**src/rtl/uart_tx_fifo.sv**
```systemverilog
// Byte FIFO between the register interface and uart_core's transmitter.
// Define UART_TX_FIFO_OVF_EN to add the sticky overflow flag (ports ovf_clr/overflow).
module uart_tx_fifo #(
  parameter int DEPTH = 16,
  parameter int AW    = 4
) (
  input  logic          clk,
  input  logic          reset,
  input  logic          wr_en,
  input  logic [7:0]    wr_data,
  input  logic          flush,
  output logic          full,
  output logic          empty,
  output logic [AW:0]   level,
  output logic          tx_valid,
  output logic [7:0]    tx_data,
  input  logic          tx_ready,
  input  logic          tx_done,
  output logic          idle
`ifdef UART_TX_FIFO_OVF_EN
  ,
  input  logic          ovf_clr,
  output logic          overflow
`endif
);

  localparam logic [AW-1:0] PTR_ONE  = AW'(1);
  localparam logic [AW:0]   LVL_ONE  = (AW+1)'(1);
  localparam logic [AW:0]   LVL_FULL = (AW+1)'(DEPTH);

  logic [7:0]    mem [DEPTH];
  logic [AW-1:0] wr_ptr;
  logic [AW-1:0] rd_ptr;
  logic [AW:0]   level_q;
  logic [AW:0]   level_d;
  logic          push;
  logic          pop;

  assign full     = (level_q == LVL_FULL);
  assign empty    = (level_q == '0);
  assign level    = level_q;
  assign tx_valid = ~empty;
  assign tx_data  = mem[rd_ptr];
  assign idle     = empty & tx_ready;

  // Both strobes are qualified by the pre-edge full/empty, so a write at
  // full is dropped even when a pop frees a slot on the same edge.
  assign push = wr_en & ~full & ~flush;
  assign pop  = tx_done & ~empty & ~flush;

  always_comb begin
    level_d = level_q;
    unique case ({push, pop})
      2'b10:   level_d = level_q + LVL_ONE;
      2'b01:   level_d = level_q - LVL_ONE;
      default: level_d = level_q;
    endcase
  end

  always_ff @(posedge clk or posedge reset) begin
    if (reset) begin
      wr_ptr  <= '0;
      rd_ptr  <= '0;
      level_q <= '0;
    end else if (flush) begin
      wr_ptr  <= '0;
      rd_ptr  <= '0;
      level_q <= '0;
    end else begin
      if (push) wr_ptr <= wr_ptr + PTR_ONE;
      if (pop)  rd_ptr <= rd_ptr + PTR_ONE;
      level_q <= level_d;
    end
  end

  // Storage is intentionally not reset.
  always_ff @(posedge clk) begin
    if (push) mem[wr_ptr] <= wr_data;
  end

`ifdef UART_TX_FIFO_OVF_EN
  // Set wins over ovf_clr so a drop on the clearing edge is not lost.
  always_ff @(posedge clk or posedge reset) begin
    if (reset)              overflow <= 1'b0;
    else if (flush)         overflow <= 1'b0;
    else if (wr_en && full) overflow <= 1'b1;
    else if (ovf_clr)       overflow <= 1'b0;
  end
`endif

endmodule

```
**config.mk**
```make
export PLATFORM = sky130hd
export DESIGN_NAME = uart_tx_fifo
export DESIGN_NICKNAME = d
export VERILOG_FILES = /design/src/rtl/uart_tx_fifo.sv
export SDC_FILE = /design/constraint.sdc
export NUM_CORES = 1
export LEC_CHECK = 0
export ABC_AREA = 1
export BUFFER_PORTS_ARGS = -buffer_cell sky130_fd_sc_hd__buf_2
export CAP_MARGIN = 20
export CORE_MARGIN = 2
export CORE_UTILIZATION = 35
export CTS_CLUSTER_DIAMETER = 60
export DETAILED_ROUTE_END_ITERATION = 10
export GPL_TIMING_DRIVEN = 0
export REMOVE_ABC_BUFFERS = 1
export SKIP_CTS_REPAIR_TIMING = 1
export SYNTH_ARGS = -nofsm -noshare
export SYNTH_HDL_FRONTEND = slang
export SYNTH_SLANG_ARGS = --single-unit
export TNS_END_PERCENT = 20
```
**constraint.sdc**
```tcl
create_clock -name clk -period 1.6 [get_ports clk]
set_input_delay 0.08 -clock clk [delete_from_list [all_inputs] [get_ports clk]]
set_output_delay 0.08 -clock clk [all_outputs]
set_load 0.05 [all_outputs]
```
==> results.txt <==
The number of H-tree levels came out at 4. The final standard cell utilization of the core is 0.458. Clock-pin slew was measured on the worst setup and hold paths at approximately 0.06 ns. The share of total power in the clock network came out at 0.307. Synthesis inferred ~140 register bits. The initial antenna violation count was 0.

The count of endpoints failing hold in the final timing report came out at 0. The clock latency on the worst-skew pair is 0.42 ns. The placeable core area is ~17,000 µm². After detailed routing, the average wire length per cell comes to roughly 19 µm. The final RePlAce weighted congestion came out at ~0.84.

The top cell types in the final layout, fill and taps aside, are sky130_fd_sc_hd__edfxtp_1 (128), sky130_fd_sc_hd__inv_1 (46), sky130_fd_sc_hd__o21ai_0 (38). From bottom edge to top edge, the die measures roughly 140 µm. STA classifies the critical path endpoint as an output pin. Across the VDD grid, the largest voltage drop is about 1400 µV. The number of nets in the final layout is 563. The filler cell count in the final layout is between 1,000 and 1,500. The critical-path maximum fanout came out at 7. The floorplan step defined a die boundary enclosing roughly 18,000 µm². The total clock buffers created by CTS is 17.

Based on the critical path, the design can be clocked at up to between 400 and 500 MHz. Setup repair after global routing could not meet its margin everywhere. The setup path with the least slack is of type reg -> out.

Buffers placed on the I/O ports in this run total 30. The routed wire length is about 15 mm. Timing analysis after detailed placement gives a worst setup slack of -1.01 ns. The leakage power is around 2.8 nW.

The first detailed-routing pass ran for 5 iterations. The post-route non-filler standard cell count is 780. The antenna diode count is 0. The max-capacitance violation count is 0. The class of the worst hold path is in -> reg. Leaving out fill and tap cells, the most frequent cell in the layout is sky130_fd_sc_hd__edfxtp_1.

In the final layout, the share of cells above drive strength 1 is 0.288. The cell internal power dissipation is 8.80 mW. The row count is 48. The number of DRC markers after the initial detailed-route iteration came out at 265. The mean instance size in the synthesized netlist came out at between 10 and 15 µm². Dividing the final minimum period by the clock period gives 1.36. The part of the Yosys area used for sequential elements is 0.687. The most common flop cell mapped by yosys is sky130_fd_sc_hd__edfxtp_1. The setup slack of the worst register-to-register path is -0.32 ns. The post-synthesis instance area is slightly above 6000 µm². The switching power of the nets is around 4.7 mW. The final critical-path setup slack is -0.575 ns. The transition time at the pin with the least slew margin is 0.577 ns.

The worst hold slack came out at about 0.0020 ns. The design draws ~13 mW. In this run the critical register-to-register path is captured at level[4]. In this run the count of I/O pins placed on the die edge is 31.

The via count came out at around 4,000. Data arrives at the worst endpoint at roughly 2.1 ns. The switching share of power came out at 0.348. The worst hold path startpoint is flush. After global routing the overflow that remains totals 0.

The antenna violation net count after detailed routing came out at 0. The initial cell density of the core came out at 0.354. The layout overhead on the synthesized area is 29.2%. The global-route usage over all layers came out at 0.148. In the routed design, unresolved DRC markers number 0. The register share of total power is 0.325.

The post-synthesis async set-or-reset flop share came out at 0.0922. The first global-routing pass estimated roughly 20 mm of wire. The total power divided by cell area is ~1700 nW/µm². In this run the critical register-to-register path is launched from level[2]. The final-report max-slew violation count is 0. The average vias per placed instance came out at just over 5. Between clock sinks in the finished design, the worst skew comes to between 0.009 and 0.01 ns. Entering global routing, the biggest net connects a little under 60 pins.

The worst reg-to-reg path cell count came out at 15. The die width is ~140 µm. Counting along the longest clock path gives a buffer depth of 2. The worst pin sits at a relative slew slack of 0.615. The TritonCTS clock tree is yes. The warning count from the yosys run is 0. The number of sinks driven by the clock tree came out at about 140. The cell sitting at the root of the clock tree is a sky130_fd_sc_hd__clkbuf_16. The final reports fail on setup timing. Setup violations remaining at the end of the flow were counted as 13.

Synthesis produced roughly 480 cells. The number of stages on the worst hold path is 4. The combinational share of power is 0.368.

The endpoint of the worst hold-timing path is level[1]. The worst setup path is launched from a register. The flow ran to the end, but the final reports show violations.

The number of enable-type register cells in the synthesized netlist came out at roughly 130. The cell total after placement is between 700 and 800. The half-perimeter wire length after detailed placement came out at 8.17 mm. The time the final worst path needs with I/O delays and setup is about 2.2 ns. The via count of the first global-routing pass is 3,631. The data required time at the worst endpoint came out at roughly 1.5 ns. The netlist uses 30 different library cells.
[cell type report]
class / instances / area (µm²) / share of cell area
multi-input cells: 260 / 1840 / 0.235
clock inverters: 12 / 166 / 0.0212
flip-flops and latches: 141 / 4190 / 0.534
repair buffers: 67 / 669 / 0.0854
inverters: 55 / 224 / 0.0286
well taps: 225 / 282 / 0.0359
clock buffers: 20 / 467 / 0.0596
[power groups by stage]
stage | sequential, mW | combinational, mW | clock, mW
after global routing | 4.40 | 5.27 | 4.35
final | 4.38 | 4.97 | 4.14
after detailed placement | 4.60 | 3.47 | 0
after CTS | 4.53 | 3.49 | 4.18
after floorplan | 4.79 | 2.11 | 0
after global placement | 4.65 | 2.60 | 0
[layer usage]
layer	up-vias	track usage	part of all wire
met1	1966	0.183	0.41
met2	135	0.242	0.52
li1	1859	-	-
met4	0	0.0764	0.022
met5	-	0	0
met3	27	0.0329	0.045
[sequential cells by signal (all words and copies together), names as in the netlist]
signal and count:
mem 128, level 5, rd_ptr 4, wr_ptr 4
[synthesized netlist by cell type, types with 2 or more instances]
| cell | count | area (µm²) |
|---|---|---|
| sky130_fd_sc_hd__edfxtp_1 | 128 | 3840 |
| sky130_fd_sc_hd__o21ai_0 | 51 | 255 |
| sky130_fd_sc_hd__inv_1 | 49 | 184 |
| sky130_fd_sc_hd__nand2_1 | 38 | 143 |
| sky130_fd_sc_hd__a21oi_1 | 33 | 165 |
| sky130_fd_sc_hd__mux2i_1 | 32 | 320 |
| sky130_fd_sc_hd__o211ai_1 | 32 | 240 |
| sky130_fd_sc_hd__nor2_1 | 23 | 86.3 |
| sky130_fd_sc_hd__nand3_1 | 21 | 105 |
| sky130_fd_sc_hd__clkbuf_1 | 16 | 60.1 |
| sky130_fd_sc_hd__dfrtp_1 | 13 | 325 |
| sky130_fd_sc_hd__ha_1 | 7 | 87.6 |
| sky130_fd_sc_hd__buf_2 | 6 | 30.0 |
| sky130_fd_sc_hd__nand2_2 | 4 | 25.0 |
| sky130_fd_sc_hd__inv_2 | 3 | 11.3 |
| sky130_fd_sc_hd__nand3_2 | 3 | 30.0 |
| sky130_fd_sc_hd__nor2_2 | 3 | 18.8 |
| sky130_fd_sc_hd__nor3_1 | 3 | 15.0 |
| sky130_fd_sc_hd__clkinv_1 | 2 | 7.51 |
| sky130_fd_sc_hd__o21ai_1 | 2 | 10.0 |
[worst max-delay path, stage by stage (launching register included)]
cell	delay [ns]
sky130_fd_sc_hd__dfrtp_4	0.46
sky130_fd_sc_hd__buf_12	0.13
sky130_fd_sc_hd__clkinvlp_4	0.13
sky130_fd_sc_hd__buf_4	0.19
sky130_fd_sc_hd__o211ai_1	0.24
sky130_fd_sc_hd__nand3_1	0.20
sky130_fd_sc_hd__nand2_1	0.15
sky130_fd_sc_hd__buf_6	0.17
[stage by stage]
| stage | TNS [ns] | area [µm²] |
|---|---|---|
| CTS | -73.33 | 7110 |
| global placement | -80.99 | 6400 |
| floorplan | -65.77 | 5970 |
| detailed placement | -66.78 | 6480 |
| finish | -5.32 | 7840 |
| global route | -6.44 | 7840 |
[how the worst max path moves through the flow]
stage	start	end	slack, ns	cells after the start
6_report	rd_ptr[1]	tx_data[3]	-0.58	7
5_1_grt	rd_ptr[0]	tx_data[6]	-0.65	6
4_1_cts	rd_ptr[1]	tx_data[6]	-1.48	7
3_5_place_dp	rd_ptr[1]	tx_data[6]	-1.01	7
3_3_place_gp	rd_ptr[0]	tx_data[6]	-2.55	5
2_1_floorplan	rd_ptr[0]	tx_data[2]	-1.49	4
[cell families after synthesis]
logic type / share of synthesized area
AOI/OAI and AO/OA: 0.113
xor gates and xnor gates: 0.00144
buffers and inverters: 0.0499
adders and majority gates: 0.0144
muxes: 0.0528
DFF: 0.687
and+or+nand+nor: 0.0809
Power figures use the tool's default switching activity.
